`config.mk`:
```
export PLATFORM = sky130hd
export DESIGN_NAME = mem_stage_sram_ctrl
export DESIGN_NICKNAME = d
export VERILOG_FILES = /design/src/rtl/mem_stage_sram_ctrl.sv
export SDC_FILE = /design/constraint.sdc
export NUM_CORES = 1
export LEC_CHECK = 0
export ABC_CLOCK_PERIOD_IN_PS = 4790
export CAP_MARGIN = 40
export CORE_ASPECT_RATIO = 1.4
export CORE_UTILIZATION = 52
export CTS_BUF_LIST = sky130_fd_sc_hd__clkbuf_8
export DETAILED_ROUTE_END_ITERATION = 12
export DONT_BUFFER_PORTS = 1
export PLACE_DENSITY = 0.73
export SLEW_MARGIN = 20
export SYNTH_ARGS = -nofsm -noshare
export SYNTH_HDL_FRONTEND = slang
export SYNTH_SLANG_ARGS = --single-unit
```
`constraint.sdc`:
```
create_clock -name clk -period 4.79 [get_ports clk]
set_input_delay 1.1975 -clock clk [delete_from_list [all_inputs] [get_ports clk]]
set_output_delay 1.1975 -clock clk [all_outputs]
set_load 0.005 [all_outputs]
```
`src/rtl/mem_stage_sram_ctrl.sv`:
```
// mem_stage_sram_ctrl: MEM-stage controller that turns 32-bit loads and stores
// into two half-word accesses on an external 16-bit asynchronous SRAM. Each
// half-word access is held for WAIT_CYCLES cycles. The pipeline is frozen
// until the access finishes.
//
// Handshake: a request is MEM_R_EN or MEM_W_EN held high by the EXE stage
// register. The controller accepts it only in IDLE. ready is high when there is
// no request, or for the single DONE cycle of a completed access. freeze is
// (MEM_R_EN | MEM_W_EN) & ~ready. While freeze is high the request and its
// operands must be held, but the controller does not rely on that: it latches
// them when it leaves IDLE.
module mem_stage_sram_ctrl #(
  parameter int unsigned ADDR_BASE   = 1024,
  parameter int unsigned SRAM_ADDR_W = 18,
  parameter int unsigned WAIT_CYCLES = 5
) (
  input  logic                   clk,
  input  logic                   rst,
  input  logic                   MEM_R_EN,
  input  logic                   MEM_W_EN,
  input  logic [31:0]            ALU_result,
  input  logic [31:0]            ST_val,
  output logic [31:0]            read_data,
  output logic                   ready,
  output logic                   freeze,
  output logic [SRAM_ADDR_W-1:0] SRAM_ADDR,
  output logic [15:0]            SRAM_DQ_out,
  input  logic [15:0]            SRAM_DQ_in,
  output logic                   SRAM_DQ_oe,
  output logic                   SRAM_WE_N,
  output logic [2:0]             dbg_state
);

  typedef enum logic [2:0] {
    IDLE  = 3'd0,
    WR_LO = 3'd1,
    WR_HI = 3'd2,
    RD_LO = 3'd3,
    RD_HI = 3'd4,
    DONE  = 3'd5
  } state_t;

  localparam logic [3:0] CNT_LAST = 4'(WAIT_CYCLES - 1);

  state_t                  state;
  logic [3:0]              cnt;
  logic [SRAM_ADDR_W-2:0]  addr_q;
  logic [31:0]             wdata_q;
  logic [SRAM_ADDR_W-1:0]  addr_hold;
  logic [31:0]             offset;
  logic                    cnt_last;
  logic                    req;

  // Byte offset from the SRAM window base. The subtraction wraps modulo 2^32.
  assign offset   = ALU_result - ADDR_BASE;
  assign cnt_last = (cnt == CNT_LAST);
  assign req      = MEM_R_EN | MEM_W_EN;

  // Sequencer: accept a request in IDLE, then run the two timed half-word phases.
  always_ff @(posedge clk or posedge rst) begin
    if (rst) begin
      state     <= IDLE;
      cnt       <= 4'd0;
      read_data <= 32'd0;
      addr_q    <= '0;
      wdata_q   <= 32'd0;
      addr_hold <= '0;
    end else begin
      case (state)
        IDLE: begin
          if (req) begin
            state   <= MEM_W_EN ? WR_LO : RD_LO;
            addr_q  <= offset[SRAM_ADDR_W:2];
            wdata_q <= ST_val;
            cnt     <= 4'd0;
          end
        end
        WR_LO: begin
          addr_hold <= SRAM_ADDR;
          if (cnt_last) begin
            state <= WR_HI;
            cnt   <= 4'd0;
          end else begin
            cnt <= cnt + 4'd1;
          end
        end
        WR_HI: begin
          addr_hold <= SRAM_ADDR;
          if (cnt_last) begin
            state <= DONE;
            cnt   <= 4'd0;
          end else begin
            cnt <= cnt + 4'd1;
          end
        end
        RD_LO: begin
          addr_hold <= SRAM_ADDR;
          if (cnt_last) begin
            read_data[15:0] <= SRAM_DQ_in;
            state           <= RD_HI;
            cnt             <= 4'd0;
          end else begin
            cnt <= cnt + 4'd1;
          end
        end
        RD_HI: begin
          addr_hold <= SRAM_ADDR;
          if (cnt_last) begin
            read_data[31:16] <= SRAM_DQ_in;
            state            <= DONE;
            cnt              <= 4'd0;
          end else begin
            cnt <= cnt + 4'd1;
          end
        end
        DONE: begin
          state <= IDLE;
        end
        default: begin
          state <= IDLE;
          cnt   <= 4'd0;
        end
      endcase
    end
  end

  // SRAM pad decode. It depends only on state and latched operands, so a change
  // on the pipeline inputs cannot disturb an access in flight.
  always_comb begin
    SRAM_ADDR   = addr_hold;
    SRAM_DQ_out = 16'd0;
    SRAM_DQ_oe  = 1'b0;
    SRAM_WE_N   = 1'b1;
    case (state)
      WR_LO: begin
        SRAM_ADDR   = {addr_q, 1'b0};
        SRAM_DQ_out = wdata_q[15:0];
        SRAM_DQ_oe  = 1'b1;
        SRAM_WE_N   = 1'b0;
      end
      WR_HI: begin
        SRAM_ADDR   = {addr_q, 1'b1};
        SRAM_DQ_out = wdata_q[31:16];
        SRAM_DQ_oe  = 1'b1;
        SRAM_WE_N   = 1'b0;
      end
      RD_LO: SRAM_ADDR = {addr_q, 1'b0};
      RD_HI: SRAM_ADDR = {addr_q, 1'b1};
      default: ;
    endcase
  end

  // Stall handshake toward the pipeline registers.
  always_comb begin
    ready  = ((state == IDLE) && !req) || (state == DONE);
    freeze = req & ~ready;
  end

  assign dbg_state = state;

endmodule

```
### After elaboration in Yosys (flattened, before gate mapping)

Cells that the tools add are included.

| word-level totals | value |
|---|---|
| register bits after elaboration | 106 |
| output and inout port bits | 73 |
| bits of input ports | 84 |
| word-level logic and storage cells | 49 |

| operators by class | value |
|---|---|
| mux-type cells | 13 |
| equal/unequal tests | 10 |
| bitwise logic cells | 4 |
| reduce and logical (&&, ||, !) cells | 13 |
| add/subtract/negate cells | 2 |

Operators with widths:

| operator | number |
|---|---|
| one-hot mux 18 bit (2 select lines) | 1 |
| one-hot mux 16 bit (2 select lines) | 1 |
| subtractor 19 x 11 -> 19 bit (second input constant) | 1 |
| 2-to-1 mux 3 bit | 4 |
| one-hot mux 3 bit (4 select lines) | 1 |
| one-hot mux 4 bit (3 select lines) | 1 |
| 2-to-1 mux 4 bit | 2 |
| AND reduction 2 bit | 4 |
| == test 3 x 2 -> 1 bit (second input constant) | 2 |
| == test 3 bit (second input constant) | 2 |
| != test 2 bit (second input constant) | 3 |
| OR reduction 2 bit | 3 |
| adder 4 x 1 -> 4 bit (second input constant) | 1 |
| == test 4 x 3 -> 1 bit (second input constant) | 1 |
| AND reduction 4 bit | 1 |
| OR reduction 4 bit | 1 |
| == test 3 x 1 -> 1 bit (second input constant) | 1 |
| zero test 3 bit | 1 |
| 2-to-1 mux 1 bit | 2 |
| 2-to-1 mux 2 bit | 1 |
| != test 2 x 1 -> 1 bit (second input constant) | 1 |
| NOT 1 bit | 2 |
| AND 1 bit | 1 |
| logical AND 1 bit | 1 |
| 3 further kinds | 3 |

### Logic depth before layout (Yosys ltp)

Gate-level depths: netlist of the first run.

| logic depth | value |
|---|---|
| depth after elaboration | 6 |
| gate-level depth with buffers | 7 |
| gate-level depth less buffers | 5 |

### Least setup slack after synthesis of the first run

OpenSTA, ideal clock, no wires.

| timing | value |
|---|---|
| kind | input -> output |
| start | input MEM_W_EN |
| end | output ready |
| slack | 1.698 ns |
| data required time | 3.593 ns |
| arrival | 1.895 ns |
| stages on the path | 2 |
| buffers on the path | 0 |
| path through | or4_1 > a21oi_2 |

| on the way | value |
|---|---|
| longest elaborated chain between the ends | 4 |

Ends and longest elaborated chain:

| element | line | RTL |
|---|---|---|
| start, declared | 20 | `input logic MEM_W_EN,` |
| bitwise OR 1 bit | 57 | `assign req = MEM_R_EN \| MEM_W_EN;` |
| zero test 1 bit | 155 | `ready = ((state == IDLE) && !req) \|\| (state == DONE);` |
| logical AND 1 bit | 155 |  |
| logical OR 1 bit | 155 |  |
| end, declared | 24 | `output logic ready,` |

No other way between the ends.

### Final worst setup path of the first run

| timing | value |
|---|---|
| start | register state[0], in the netlist dbg_state[0] |
| end | output SRAM_ADDR[9] |

| on the way | value |
|---|---|
| longest elaborated chain between the ends | 3 |
| elaborated cells on any way between the ends | 7 |
| those cells by class | eq/ne (4); mux (1); reduce/logical (2) |

Ends and longest elaborated chain:

| element | line | RTL |
|---|---|---|
| start, declared | 45 | `state_t state;` |
| start signal, assigned | 72 | `state <= MEM_W_EN ? WR_LO : RD_LO;` |
| == test 3 x 2 -> 1 bit, or another cell as far along | 134 | `case (state)` |
| OR reduction 2 bit (no source line) | -- |  |
| one-hot mux 18 bit (2 select lines) (*) | 134 |  |
| end, declared | 26 | `output logic [SRAM_ADDR_W-1:0] SRAM_ADDR,` |

Mark *: on every way between the ends. The rest lies on a longest branch, timed or not.

==> results.json, run 1 <==
{
  "status": "complete, no violations",
  "cts-root-buf": "clkbuf_8",
  "netlist_area_sq_um": 4710,
  "cp_slowest_cell": "dfrtp_1",
  "post_cts_resized": 0,
  "finalSetupViolCount": 0,
  "p_comb_frac": 0.383,
  "p_sw_frac": 0.328,
  "setup_tns_ns": 0,
  "syn_to_final_growth_pct": 7.17,
  "synth-main-ff-cell": "dfrtp_1",
  "cts_tree": "done",
  "grt_pass1_vias": 2771,
  "synth_edf_count": 0,
  "track_usage": 0.189,
  "synth_nets": 417,
  "max_freq_ghz": 0.273,
  "drt_pre_antenna_iters": 4,
  "power_density_nw_per_um2": 703,
  "syn_inst": 330,
  "clk_pin_slew_ns": 0.09,
  "p_leak_nw": 2.17,
  "ys_seq_area_frac": 0.563,
  "portBuffers": 0,
  "peakVddDrop_mv": 0.397,
  "final.setup.worst_slack_ns": 1.13,
  "cts.sinks": 106,
  "core-area_sq_um": 8710,
  "required_ns": 3.59,
  "setup.worst_path.start_class": "flop",
  "yosysWarnings": 0,
  "cp_data_arrival_time_ns": 2.47,
  "period_share": 0.765,
  "ctsHoldBuffers": 0,
  "path_class": "flop to output pin",
  "relSlewSlack": 0.484,
  "dp_hpwl_microns": 6090,
  "clock_latency_ns": 0.36,
  "tightest_slew_ns": 0.772,
  "die_area_sq_um": 9450,
  "slew_violations": 0,
  "cp_num_buf_inv": 1,
  "drive_gt1_frac": 0.433,
  "grt_max_degree": 56,
  "gp_congestion": 0.775,
  "die_w_microns": 82.4,
  "seqCellArea_sq_um": 2650,
  "fillers": 706,
  "avgSynthCellArea_sq_um": 14.3,
  "ios": 157,
  "vias": 2650,
  "grt-ovfl-total": 0,
  "grt_pass1_wl_microns": 13100,
  "multi_input_area_sq_um": 1940,
  "seq_power_share": 0.453,
  "rsz0062_at_grt": "no",
  "clkPwrFrac": 0.163,
  "crit_path_end_kind": "output pin",
  "max_cap_viol_count": 0,
  "post-route-util": 0.580,
  "n_antenna_cell": 0,
  "fin_nets": 420,
  "worstPathCellList": "o21a_1, nor2_4, buf_4, mux2_2",
  "place_ws_ns": 1.49,
  "hold_class": "flop to flop",
  "internal_power_mw": 2.38,
  "die_y_microns": 115,
  "wire_per_inst_microns": 19.1,
  "remaining_drc_errors": 0,
  "initial_core_util": 0.541,
  "viasPerCell": 6.00,
  "drt_iter0_markers": 117,
  "synth.distinct_cells": 43,
  "post_cts_buffers": 0,
  "clock_skew_ns": 0.00725,
  "switchingPower_mw": 1.16,
  "numCtsBuffers": 9,
  "rows": 40,
  "htreeDepth": 3,
  "cp_slowest_stage_delay_ns": 0.57,
  "dp_cells": 427,
  "cts.path.max_buffers": 2,
  "stdcell_count": 442,
  "worstPathMaxFanout": 22,
  "power_mw": 3.55,
  "path_delay_family": "flip-flops",
  "postRouteAntennaNets": 0,
  "grt_antenna_before_repair": 1,
  "hold_viol_final": 0,
  "fin_crit_ns": 3.66,
  "routed_wirelength_microns": 8440,
  "async_flop_share": 1.00,
  "synth_seq_cells": 106
}
-- worst reg2reg max path, stage by stage, from the launching register on --
cell	delay [ns]
dfrtp_1	0.57
nor2_2	0.38
and2_2	0.55
buf_12	0.27
buf_4	0.15
mux2_4	0.28
-- per-layer routing --
metal | up-vias | wire length [microns] | global-route usage
li1 | 1207 | - | -
met1 | 1318 | 3080 | 0.197
met2 | 103 | 4370 | 0.323
met3 | 20 | 713 | 0.0614
met4 | 2 | 256 | 0.113
met5 | - | 17 | 0
-- worst paths after layout --
| path | from | to | slack (ns) | depth (start not counted) |
|---|---|---|---|---|
| worst min-delay path | addr_hold[0] | addr_hold[0] | 0.49 | 2 |
| max in group asynchronous | rst | wdata_q[16] | 3.13 | 3 |
| worst max-delay path | dbg_state[0] | SRAM_ADDR[9] | 1.13 | 4 |
| worst min register to register | addr_hold[0] | addr_hold[0] | 0.49 | 2 |
| min in group asynchronous | rst | wdata_q[26] | 0.66 | 1 |
| worst max register to register | dbg_state[0] | wdata_q[1] | 2.49 | 5 |
-- cell usage in the layout, fill, tap and decap left out, drive strengths merged, types with 2 or more instances in the layout --
cell,Yosys,layout
ha,3,3
o31ai,5,5
a22o,17,17
mux2i,2,2
xnor2,2,2
nand3,3,3
dfrtp,106,106
bufinv,0,2
buf,15,8
clkbuf,1,9
a21oi,7,7
or2,2,2
nor2b,2,2
a31oi,5,5
clkinv,0,2
or3,5,5
nor4b,2,2
inv,7,9
nor2,7,7
mux2,111,111
nor3,4,4
nand2,3,3
and2,2,2
o21ai,4,4
or4,3,3
nand2b,2,2
-- state kept, by name, summed over array words and instances (netlist names) --
register and flops:
addr_hold 18, wdata_q 32, dbg_state 3, read_data 32, cnt 4, addr_q 17
-- synthesized netlist by cell type, types with 3 or more instances --
cell     count  area share
dfrtp_1    106        0.56
buf_2        9      0.0096
mux2_4       4       0.013
buf_4        4      0.0064
or3_1        5      0.0066
a22o_1      17       0.032
o31ai_1      5      0.0080
o21ai_0      4      0.0042
nand2_1      3      0.0024
inv_1        7      0.0056
ha_1         3      0.0080
mux2_2     107        0.26
nor2_1       5      0.0040
a21oi_1      6      0.0064
a31oi_1      5      0.0066
-- cells by family after synthesis --
kind of cell    count (synthesis)  synth area share
compound gates                 43            0.0680
xor+xnor                        3           0.00558
fa+ha+maj                       3           0.00797
buf+inv                        23            0.0271
flops                         106             0.563
mux                           113             0.273
simple gates                   39            0.0555
-- through the flow --
stage	instance area [sq um]	hold slack, ns
3_5_place_dp	4840	0.475
3_3_place_gp	4790	0.459
6_report	5050	0.489
4_1_cts	5050	0.497
2_1_floorplan	4710	0.442
5_1_grt	5050	0.523
-- area by class of cell --
class                   count  area share
inverters                   7     0.00570
multi-input cells         201       0.384
clock buffers               9      0.0245
flip-flops and latches    106       0.525
repair buffers              8      0.0183
well taps                 105      0.0260
clock inverters             6      0.0164
-- power groups by stage --
stage | clock network, mW | logic [mW] | registers (mW)
after floorplan | 0 | 1.21 | 1.53
after global placement | 0 | 1.33 | 1.60
after detailed placement | 0 | 1.38 | 1.63
after CTS | 0.599 | 1.39 | 1.61
after global routing | 0.636 | 1.48 | 1.68
final | 0.580 | 1.36 | 1.61
(Power assumes the default switching activity.)
==> inputs of run 2 (changes only) <==
--- a/config.mk
+++ b/config.mk
@@ -5,14 +5,14 @@
 export SDC_FILE = /design/constraint.sdc
 export NUM_CORES = 1
 export LEC_CHECK = 0
-export ABC_CLOCK_PERIOD_IN_PS = 4790
+export ABC_CLOCK_PERIOD_IN_PS = 3100
 export CAP_MARGIN = 40
 export CORE_ASPECT_RATIO = 1.4
 export CORE_UTILIZATION = 52
 export CTS_BUF_LIST = sky130_fd_sc_hd__clkbuf_8
 export DETAILED_ROUTE_END_ITERATION = 12
 export DONT_BUFFER_PORTS = 1
-export PLACE_DENSITY = 0.73
+export PLACE_DENSITY = 0.76
 export SLEW_MARGIN = 20
 export SYNTH_ARGS = -nofsm -noshare
 export SYNTH_HDL_FRONTEND = slang
==> constraint.sdc (replaced) <==
create_clock -name clk -period 3.1 [get_ports clk]
set_input_delay 0.775 -clock clk [delete_from_list [all_inputs] [get_ports clk]]
set_output_delay 0.775 -clock clk [all_outputs]
set_load 0.005 [all_outputs]
==> results.json, run 2 (same netlist as run 1, synthesis figures left out) <==
{
  "die_y_microns": 115,
  "grt_max_degree": 51,
  "clock_skew_ns": 0.00612,
  "gr-usage-met1": 0.199,
  "grt-ovfl-total": 0,
  "cp_slowest_cell": "dfrtp_1",
  "reg_top3": "read_data: 32 flops, wdata_q: 32 flops, addr_hold: 18 flops",
  "grt_use_met2": 0.330,
  "worstPathMaxFanout": 35,
  "post_cts_buffers": 0,
  "setup.worst_path.start_class": "flop",
  "fin_nets": 419,
  "postPlaceCellArea_sq_um": 4830,
  "seq_power_share": 0.455,
  "rr_worst_depth": 3,
  "ctsHoldBuffers": 0,
  "remaining_drc_errors": 0,
  "cp_num_buf_inv": 1,
  "use_met3": 0.0669,
  "n_antenna_cell": 0,
  "htreeDepth": 3,
  "drt_iter0_markers": 76,
  "finalSetupViolCount": 0,
  "grt_antenna_before_repair": 0,
  "final_cell_mix": "mux2_2 (107), dfrtp_1 (106), a22o_1 (17)",
  "dp_hpwl_microns": 6150,
  "worstPathCellList": "o21a_1, nor2_4, buf_12, mux2_2",
  "gp_congestion": 0.726,
  "track_usage": 0.187,
  "layout_commonest_cell": "mux2_2",
  "syn_to_final_growth_pct": 6.96,
  "clock_latency_ns": 0.35,
  "period_share": 0.903,
  "p_leak_nw": 2.16,
  "grt_pass1_wl_microns": 13100,
  "clk_pin_slew_ns": 0.09,
  "cts_tree": "done",
  "max_freq_ghz": 0.357,
  "fillers": 703,
  "p_sw_frac": 0.327,
  "required_ns": 2.32,
  "slew_violations": 0,
  "r2r_slack_ns": 0.98,
  "drt_pre_antenna_iters": 4,
  "status": "complete, no violations",
  "wire_per_inst_microns": 19.2,
  "path_class": "flop to output pin",
  "cp_slowest_stage_delay_ns": 0.57,
  "ios": 157,
  "post_cts_resized": 0,
  "tightest_slew_ns": 0.788,
  "worstSetupStartpoint": "dbg_state[0]",
  "fin_crit_ns": 2.80,
  "max_cap_viol_count": 0,
  "grt_pass1_vias": 2701,
  "hold_viol_final": 0,
  "cts.sinks": 106,
  "cp_data_arrival_time_ns": 2.02,
  "setup_tns_ns": 0,
  "portBuffers": 0,
  "drive_gt1_frac": 0.430,
  "switchingPower_mw": 1.79,
  "design_area_sq_um": 5040,
  "initial_core_util": 0.541,
  "die_w_microns": 82.4,
  "rsz0062_at_grt": "no",
  "hold_class": "primary input to asynchronous set/reset pin",
  "viasPerCell": 5.94,
  "grt_busiest_layer": "met2",
  "crit_path_end_kind": "output pin",
  "power_density_nw_per_um2": 1090,
  "vias": 2627,
  "peakVddDrop_mv": 0.587,
  "power_mw": 5.48,
  "cts.path.max_buffers": 2,
  "rows": 40,
  "r2r-end": "read_data[15]",
  "cts-root-buf": "clkbuf_8",
  "reg2reg_from": "dbg_state[1]",
  "routed_wirelength_microns": 8510,
  "postRouteAntennaNets": 0,
  "core-area_sq_um": 8710,
  "internal_power_mw": 3.69,
  "die_area_sq_um": 9450,
  "numCtsBuffers": 9,
  "p_comb_frac": 0.383,
  "relSlewSlack": 0.473,
  "path_delay_family": "flip-flops",
  "clkPwrFrac": 0.162
}
[run 2: metal layers]
layer  up-vias  part of all wire
met4         0             0.013
met3         9             0.088
met2        96              0.52
met1      1314              0.37
li1       1208                 -
met5         -                 0
[run 2: area by class of cell]
cell class                 instances  area, sq um  area share
sequential                       106         2650       0.526
multi-input combinational        201         1940       0.384
inverter                           7         30.0     0.00596
clock inverter                     7         86.3      0.0171
clock buffer                       9          124      0.0246
timing repair buffer               7         77.6      0.0154
tap                              105          131      0.0261
[run 2: worst max-delay path by stage]
| stage | depth (start not counted) | end | slack [ns] |
|---|---|---|---|
| finish | 4 | SRAM_ADDR[13] | 0.30 |
| detailed placement | 4 | SRAM_ADDR[13] | 0.69 |
| global placement | 4 | SRAM_ADDR[13] | 0.72 |
| floorplan | 5 | SRAM_ADDR[10] | 0.75 |
| global route | 4 | SRAM_ADDR[13] | 0.18 |
| CTS | 4 | SRAM_ADDR[13] | 0.27 |
[run 2: stage by stage]
stage | util | cells | hold WS, ns | worst slack, ns
final | 0.579 | 442 | 0.362 | 0.301
after global placement | 0.554 | 426 | 0.460 | 0.718
after global routing | 0.579 | 442 | 0.401 | 0.175
after detailed placement | 0.554 | 426 | 0.473 | 0.688
after CTS | 0.579 | 442 | 0.374 | 0.273
after floorplan | - | 330 | 0.442 | 0.753
[run 2: power groups by stage]
stage / registers [mW] / logic, mW / clock network [mW]
4_1_cts: 2.50 / 2.15 / 0.915
6_report: 2.49 / 2.10 / 0.887
5_1_grt: 2.61 / 2.29 / 0.959
3_5_place_dp: 2.52 / 2.14 / 0
3_3_place_gp: 2.48 / 2.07 / 0
2_1_floorplan: 2.36 / 1.87 / 0
[run 2: worst reg2reg max path, stage by stage, from the launching register on]
cell and delay (ns):
dfrtp_1 0.63, inv_1 0.24, nor3_4 0.72, mux2_2 0.42
